===== config.mk =====
export PLATFORM = sky130hd
export DESIGN_NAME = trdb_filter_multi
export DESIGN_NICKNAME = d
export VERILOG_FILES = /design/src/rtl/trdb_filter_multi.sv
export SDC_FILE = /design/constraint.sdc
export NUM_CORES = 1
export LEC_CHECK = 0
export ABC_AREA = 1
export BUFFER_PORTS_ARGS = -buffer_cell sky130_fd_sc_hd__buf_2
export CAP_MARGIN = 5
export CELL_PAD_IN_SITES_DETAIL_PLACEMENT = 0
export CELL_PAD_IN_SITES_GLOBAL_PLACEMENT = 1
export CORE_MARGIN = 2
export CORE_UTILIZATION = 32
export CTS_CLUSTER_SIZE = 16
export DETAILED_ROUTE_END_ITERATION = 12
export GPL_TIMING_DRIVEN = 0
export PLACE_DENSITY_LB_ADDON = 0.12
export SLEW_MARGIN = 0
export SYNTH_ARGS = -nofsm -noshare
export SYNTH_HDL_FRONTEND = slang
export SYNTH_SLANG_ARGS = --single-unit

===== constraint.sdc =====
create_clock -name clk_i -period 2.52 [get_ports clk_i]
set_clock_uncertainty 0.15 [all_clocks]
set_input_delay 0.252 -clock clk_i [delete_from_list [all_inputs] [get_ports clk_i]]
set_output_delay 0.252 -clock clk_i [all_outputs]
set_load 0.05 [all_outputs]

===== src/rtl/trdb_filter_multi.sv =====
`timescale 1ns/1ps
// Trace-encoder filter stage: N address comparators (qualify/start/stop) plus a privilege match
// and a start/stop trigger FSM. Optional per-range hit counters: define TRDB_FILTER_HITCNT_EN.
module trdb_filter_multi #(
  parameter int unsigned XLEN     = 32,
  parameter int unsigned N_RANGES = 4,
  parameter int unsigned CNT_W    = 16
) (
  input  logic                         clk_i,
  input  logic                         rst_i,
  input  logic                         valid_i,
  input  logic [XLEN-1:0]              iaddr_i,
  input  logic [1:0]                   priv_lvl_i,
  input  logic                         trace_activated_i,
  input  logic                         apply_filters_i,
  input  logic                         trace_selected_priv_i,
  input  logic [1:0]                   which_priv_i,
  input  logic [N_RANGES-1:0]          range_en_i,
  input  logic [2*N_RANGES-1:0]        range_mode_i,
  input  logic [N_RANGES*XLEN-1:0]     range_lower_i,
  input  logic [N_RANGES*XLEN-1:0]     range_upper_i,
  input  logic                         stop_deactivate_i,
  input  logic                         cnt_clr_i,
  output logic                         valid_o,
  output logic                         trace_range_match_o,
  output logic                         trace_priv_match_o,
  output logic                         trace_qualified_o,
  output logic                         trace_req_deactivate_o,
  output logic [N_RANGES*CNT_W-1:0]    hit_cnt_o
);

  localparam logic [1:0] MODE_QUAL  = 2'b00;
  localparam logic [1:0] MODE_START = 2'b01;
  localparam logic [1:0] MODE_STOP  = 2'b10;

  typedef enum logic [1:0] {
    S_IDLE       = 2'b00,
    S_WAIT_START = 2'b01,
    S_RUN        = 2'b10,
    S_STOPPED    = 2'b11
  } state_e;

  state_e              r_state;
  logic                r_valid;
  logic                r_range_match;
  logic                r_priv_match;
  logic                r_qualified;
  logic                r_req_deact;

  logic [N_RANGES-1:0] w_hit;
  logic                w_any_qual_en;
  logic                w_any_start_en;
  logic                w_qual_hit;
  logic                w_start_hit;
  logic                w_stop_hit;
  logic                w_range_match;
  logic                w_priv_match;
  logic                w_eligible;
  logic                w_filter_ok;

  // Range comparators and per-mode reduction; reserved-mode ranges never hit.
  always_comb begin
    w_hit          = '0;
    w_any_qual_en  = 1'b0;
    w_any_start_en = 1'b0;
    w_qual_hit     = 1'b0;
    w_start_hit    = 1'b0;
    w_stop_hit     = 1'b0;
    for (int i = 0; i < N_RANGES; i++) begin
      if (range_en_i[i] && (range_mode_i[2*i +: 2] != 2'b11) &&
          (range_lower_i[i*XLEN +: XLEN] <= iaddr_i) &&
          (iaddr_i <= range_upper_i[i*XLEN +: XLEN])) begin
        w_hit[i] = 1'b1;
      end else begin
        w_hit[i] = 1'b0;
      end
      case (range_mode_i[2*i +: 2])
        MODE_QUAL: begin
          w_any_qual_en = w_any_qual_en | range_en_i[i];
          w_qual_hit    = w_qual_hit | w_hit[i];
        end
        MODE_START: begin
          w_any_start_en = w_any_start_en | range_en_i[i];
          w_start_hit    = w_start_hit | w_hit[i];
        end
        MODE_STOP: w_stop_hit = w_stop_hit | w_hit[i];
        default:   w_stop_hit = w_stop_hit;
      endcase
    end
  end

  // Match results and trigger eligibility of the current instruction.
  always_comb begin
    w_range_match = w_any_qual_en ? w_qual_hit : 1'b1;
    w_priv_match  = !trace_selected_priv_i || (priv_lvl_i == which_priv_i);
    case (r_state)
      S_RUN:        w_eligible = 1'b1;
      S_WAIT_START: w_eligible = w_start_hit;
      default:      w_eligible = 1'b0;
    endcase
    if (apply_filters_i) begin
      w_filter_ok = w_range_match & w_priv_match & w_eligible;
    end else begin
      w_filter_ok = 1'b1;
    end
  end

  // Trigger FSM and registered outputs; deactivation to IDLE overrides the apply hold.
  always_ff @(posedge clk_i) begin
    if (rst_i) begin
      r_state       <= S_IDLE;
      r_valid       <= 1'b0;
      r_range_match <= 1'b0;
      r_priv_match  <= 1'b0;
      r_qualified   <= 1'b0;
      r_req_deact   <= 1'b0;
    end else begin
      r_valid       <= valid_i;
      r_range_match <= valid_i & w_range_match;
      r_priv_match  <= valid_i & w_priv_match;
      r_qualified   <= trace_activated_i & valid_i & w_filter_ok;
      r_req_deact   <= 1'b0;
      if (!trace_activated_i) begin
        r_state <= S_IDLE;
      end else if (apply_filters_i) begin
        case (r_state)
          S_IDLE:       r_state <= w_any_start_en ? S_WAIT_START : S_RUN;
          S_WAIT_START: if (valid_i && w_start_hit) r_state <= S_RUN;
          S_RUN: begin
            if (valid_i && w_stop_hit) begin
              r_state     <= S_STOPPED;
              r_req_deact <= stop_deactivate_i;
            end
          end
          S_STOPPED:    r_state <= S_STOPPED;
          default:      r_state <= S_IDLE;
        endcase
      end
    end
  end

  assign valid_o                = r_valid;
  assign trace_range_match_o    = r_range_match;
  assign trace_priv_match_o     = r_priv_match;
  assign trace_qualified_o      = r_qualified;
  assign trace_req_deactivate_o = r_req_deact;

`ifdef TRDB_FILTER_HITCNT_EN
  logic [CNT_W-1:0] r_hit_cnt [N_RANGES];

  // Saturating per-range hit counters; clear wins over increment.
  always_ff @(posedge clk_i) begin
    if (rst_i || cnt_clr_i) begin
      for (int i = 0; i < N_RANGES; i++) r_hit_cnt[i] <= '0;
    end else begin
      for (int i = 0; i < N_RANGES; i++) begin
        if (valid_i && w_hit[i] && (r_hit_cnt[i] != {CNT_W{1'b1}})) begin
          r_hit_cnt[i] <= r_hit_cnt[i] + CNT_W'(1'b1);
        end
      end
    end
  end

  for (genvar g = 0; g < N_RANGES; g++) begin : g_cnt_out
    assign hit_cnt_o[g*CNT_W +: CNT_W] = r_hit_cnt[g];
  end
`else
  logic w_unused_cnt_clr;
  assign w_unused_cnt_clr = cnt_clr_i;
  assign hit_cnt_o        = '0;
`endif

endmodule


### Yosys cells after proc, flatten, opt, wreduce, memory -nomap -nowiden

Index checks and enable logic that the tools add are counted.

* order comparisons: 8
* eq/ne operators: 18
* muxes and demuxes: 31
* bitwise logic cells: 25
* reductions and logical operators: 24

Operators by type and width (number)
* $le A32 B32 Y1: 8
* $mux W1: 26
* $or A1 B1 Y1: 15
* $logic_and A1 B1 Y1: 14
* $eq A2 B2 Y1 const B: 6
* $ne A2 B2 Y1 const B: 6
* $eq A2 B1 Y1 const B: 5
* $logic_not A2 Y1: 5
* $pmux W2 S4: 1
* $and A1 B1 Y1: 6
* $mux W2: 3
* $reduce_or A5 Y1: 1
* $not A1 Y1: 4
* $reduce_and A3 Y1: 1
* $eq A2 B2 Y1: 1
* $pmux W1 S2: 1
* $reduce_or A2 Y1: 1
* $logic_not A1 Y1: 1
* $logic_or A1 B1 Y1: 1

* flip-flop bits (word level): 7
* bits of input ports: 312
* output and inout port bits: 69
* logic and storage cells: 112

### Depth between registers and ports, before layout

* word-level depth: 17
* gate-level depth with buffers: 22
* gate-level depth less buffers: 22

### Least setup slack after synthesis

OpenSTA, ideal clock, no wires.

* path type: input to register
* from: in iaddr_i[31]
* to: reg r_state[0]
* library setup time: 0.112 ns
* data arrival time: 1.757 ns
* required time: 2.258 ns
* setup slack: 0.501 ns
* stages: 15
* buffers on the path: 0
* cells stage by stage: inv_1 > ha_1 > nand2_1 > nor2_2 > nand2_2 > nor4_4 > nand4_1 > nand2_1 > nand4_1 > nand2_1 > nor2_1 > o21ai_2 > nand4_1 > nor2_1 > nor2_1

* word-level cells in the longest chain between the ends: 14
* elaborated cells on any way between the ends: 39
* those cells by class: order compare (8); eq/ne (2); mux (12); bitwise (6); reduce/logical (11)

Ends and longest elaborated chain
* start: declaration: line 12 `input logic [XLEN-1:0] iaddr_i,`
* $le A32 B32 Y1: line 71 `(range_lower_i[i*XLEN +: XLEN] <= iaddr_i) &&`
* $logic_and A1 B1 Y1: line 70 `if (range_en_i[i] && (range_mode_i[2*i +: 2] != 2'b11) &&`
* $logic_and A1 B1 Y1: line 71
* $mux W1: line 70
* $mux W1: line 77 `case (range_mode_i[2*i +: 2])`
* $or A1 B1 Y1 (on tied branches): line 86, 84
* $mux W1: line 77
* $or A1 B1 Y1 (on tied branches): line 86, 84
* $mux W1: line 77
* $or A1 B1 Y1 (on tied branches): line 86, 84
* $mux W1: line 77
* $logic_and A1 B1 Y1 (on tied branches): line 130, 128
* $ne A2 B2 Y1 (no source line)
* $reduce_and A3 Y1 (no source line) *
* end signal: assignment: line 127 `S_IDLE: r_state <= w_any_start_en ? S_WAIT_START : S_RUN;`
* end: declaration: line 43 `state_e r_state;`

Every way passes the cells marked *; elsewhere a longest branch is shown, timed or not.
A chain may end at the register's enable or synchronous reset.

### Worst setup path after layout

* from: in iaddr_i[15]
* to: reg r_state[1]

The elaborated chain is that of the path after synthesis.

==> summary.md <==
| Metric | Value |
|---|---|
| Met3 Wirelength | 1.46 mm |
| Synth Register Bits | 7 |
| Pleak | 6.24 nW |
| DR iter-0 viols | 208 |
| Power share of the combinational group | 0.814 |
| Post-route antenna net violation count | 0 |
| Largest net degree at the start of global routing | 6 |
| Final cell count without fillers | 1822 |
| Final hold slack | 0.0793 ns |
| Avg Cell Area, Syn | 6.52 um2 |
| TritonRoute pass-1 iters | 4 |
| Die Area | 24500 um2 |
| # clock sinks | 7 |
| Syn. warnings | 0 |
| H-tree level count | 1 |
| Routed metal-1 wirelength | 11.2 mm |
| Final TNS setup | 0 ns |
| Global-route wire length before repair | 36.9 mm |
| Share of layout cells above drive strength 1 | 0.312 |
| Total GRT Usage | 0.190 |
| Max Cap Viol | 0 |
| Root Buffer Master | clkbuf_16 |
| Wire length on met2 | 11.3 mm |
| GR Overflow Total | 0 |
| Mapped cell area | 7430 um2 |
| Pins Over Slew Limit | 0 |
| Cells after synthesis | 1140 |
| Sequential share of the synthesized area | 0.0189 |
| HP Start | rst_i |
| Critical path fanouts, max | 4 |
| Clock Power Share | 0.130 |
| CP Class | primary input to flop |
| Switch share | 0.506 |
| Number of port buffers | 315 |
| Die Width | 156 um |
| Pwr Density | 207 nW/um2 |
| CP endpoint kind | flop |
| Worst vdd ir | 0.316 mV |
| Final-report setup violation count | 0 |
| Routed len/inst | 13.3 um |
| Max Freq | 411 MHz |
| Core Util, Final | 0.446 |
| Num CTS Buffers | 3 |
| TritonCTS clock tree | built |
| Hold Vio Cnt, Final | 0 |
| Arr. time, crit path | 2.45 ns |
| Unrepaired setup endpoints after global routing | true |
| Pwr Total | 0.00210 W |
| Placed cell count | 1803 |
| Vias in the first global route | 7761 |
| Reg power frac | 0.057 |
| Via count | 8182 |
| Wirelength, routed | 24.3 mm |
| Initial antenna violation count | 7 |
| Layout area overhead | 36.3% |
| Row cnt | 55 |
| Hold/Removal Path Class | primary input to flop |
| DP HPWL | 22.8 mm |
| Net Switching | 0.00106 W |
| DR DRC count | 0 |
| Core Area | 22700 um2 |
| Maximum root-to-sink buffer count | 2 |
| Vias/cell | 4.49 |
| Final min period | 2.43 ns |
| Fillcell total | 2522 |
| RePlAce Congestion | 0.841 |
| Period utilisation layout | 0.966 |
| Crit path from | iaddr_i[15] |
| Clock Latency Late Sink | 0.23 ns |
| Fin nets | 2103 |
| DIE HEIGHT | 156 um |
| Status | finished, final reports clean |
| Top Ports | 381 |
| Synth cell types | 30 |
| Highest routed layer | met5 |
| Internal power | 0.00104 W |
| Initial Util | 0.327 |
| Clock-pin slew on the worst setup and hold paths | 0.04 ns |
| CP Launch Type | primary input |
| Worst reg2reg path startpoint | r_state[0] |
| Critical Path RT | 2.54 ns |
==> synthesized netlist by cell type <==
| library cell | instances | area (um2) |
|---|---|---|
| o21ai_1 | 17 | 85.1 |
| ha_1 | 260 | 3250 |
| o21ai_0 | 15 | 75.1 |
| buf_4 | 64 | 480 |
| nor3_1 | 7 | 35.0 |
| o21ai_2 | 1 | 8.76 |
| o21a_1 | 16 | 120 |
| xnor2_1 | 2 | 17.5 |
| nor4_4 | 1 | 21.3 |
| inv_1 | 204 | 766 |
| clkinv_1 | 2 | 7.51 |
| a21oi_1 | 126 | 631 |
| a21o_1 | 3 | 22.5 |
| nor2_1 | 79 | 297 |
| inv_2 | 6 | 22.5 |
| nand3_2 | 1 | 10.0 |
| a21boi_0 | 2 | 15.0 |
| o21bai_1 | 9 | 67.6 |
| nand2_2 | 1 | 6.26 |
| conb_1 | 1 | 3.75 |
| nand4_1 | 36 | 225 |
| nor2_2 | 7 | 43.8 |
| nor3_2 | 1 | 10.0 |
| nor4_2 | 2 | 25.0 |
| dfxtp_1 | 7 | 140 |
| o211ai_1 | 1 | 7.51 |
| nand3_1 | 9 | 45.0 |
| nand4_2 | 1 | 12.5 |
| nor3b_1 | 1 | 7.51 |
| nand2_1 | 258 | 968 |
==> critical path: stages <==
cell        delay (ns)
buf_12            0.09
clkinvlp_4        0.14
buf_6             0.17
ha_4              0.26
nand4_1           0.16
buf_4             0.18
a21oi_1           0.11
nor2_1            0.06
nand2_1           0.07
nand2_1           0.04
nand2_1           0.07
nand2_2           0.10
nand4_1           0.11
nand2_1           0.10
o21ai_2           0.16
nand2_1           0.10
nand3_2           0.09
nand2_1           0.06
a21oi_2           0.13
==> stage by stage <==
stage / instance area, um2 / setup slack [ns]
floorplan: 7670 / 0.501
global placement: 9600 / -0.356
detailed placement: 9600 / -0.324
CTS: 9710 / 0.0209
global route: 10100 / -0.138
finish: 10100 / 0.0853
==> flip-flops by register name, indices dropped and copies added, names as in the netlist <==
signal and count:
valid_o 1, trace_req_deactivate_o 1, trace_qualified_o 1, trace_priv_match_o 1, trace_range_match_o 1, r_state 2
==> what timing repair did <==
action / in CTS / in global routing
buffers inserted: 0 / 8
endpoints found under the setup margin: 3 / 4
cloned: 0 / 0
gates resized for setup: 7 / 112
pin swaps: 0 / 44
hold buffers: 0 / 0
==> logic make-up (layout without fill, tap and decap cells) <==
logic type,count (synthesis),after routing,share of synthesized area
other cells,1,71,0.000505
compound gates,190,190,0.139
xor+xnor,2,2,0.00236
buf+inv,276,603,0.172
simple gates,404,404,0.230
fa+ha+maj,260,260,0.438
flops,7,7,0.0189
==> worst paths after layout <==
| path | end | depth (start not counted) | slack [ns] |
|---|---|---|---|
| setup / recovery | r_state[1] | 19 | 0.09 |
| hold / removal | valid_o | 2 | 0.08 |
| setup reg to reg | r_state[0] | 6 | 1.15 |
| hold reg to reg | r_state[1] | 2 | 0.37 |
==> metal layers <==
layer  vias up  global-route usage
met1      3487               0.250
met5         -                   0
met4         2              0.0275
met2       232               0.336
li1       4439                   -
met3        22              0.0252
==> area by class of cell <==
cell class              instances  area (um2)  share of cell area
multi-input cells             920        6510               0.643
repair buffers                323        1720               0.170
inverters                     212         820              0.0809
plain buffers                  64         480              0.0474
well taps                     285         357              0.0352
flip-flops and latches          7         140              0.0138
clock buffers                   4        78.8             0.00778
diodes                          7        17.5             0.00173
==> power by group through the flow <==
stage	clock network (W)	logic, W	registers [W]
after floorplan	0	0.00108	0.000132
after global placement	0	0.00160	0.000121
after global routing	0.000285	0.00196	0.000120
after CTS	0.000276	0.00163	0.000119
final	0.000272	0.00171	0.000119
after detailed placement	0	0.00162	0.000121
==> cell usage in the layout (no fill, tap or decap), types with 3 or more instances in the layout <==
| cell | netlist | final |
|---|---|---|
| a21o_1 | 3 | 3 |
| a21oi_1 | 126 | 122 |
| a21oi_2 | 0 | 4 |
| buf_2 | 0 | 294 |
| buf_4 | 64 | 74 |
| buf_6 | 0 | 5 |
| clkbuf_16 | 0 | 3 |
| clkbuf_4 | 0 | 13 |
| conb_1 | 1 | 64 |
| dfxtp_1 | 7 | 7 |
| diode_2 | 0 | 7 |
| ha_1 | 260 | 248 |
| ha_4 | 0 | 12 |
| inv_1 | 204 | 177 |
| inv_2 | 6 | 24 |
| inv_4 | 0 | 8 |
| nand2_1 | 258 | 247 |
| nand2_2 | 1 | 10 |
| nand3_1 | 9 | 9 |
| nand4_1 | 36 | 36 |
| nor2_1 | 79 | 73 |
| nor2_2 | 7 | 12 |
| nor3_1 | 7 | 3 |
| nor3_2 | 1 | 3 |
| o21a_1 | 16 | 16 |
| o21ai_0 | 15 | 12 |
| o21ai_1 | 17 | 19 |
| o21bai_1 | 9 | 9 |
No activity file was read; power rests on OpenSTA's default activity.
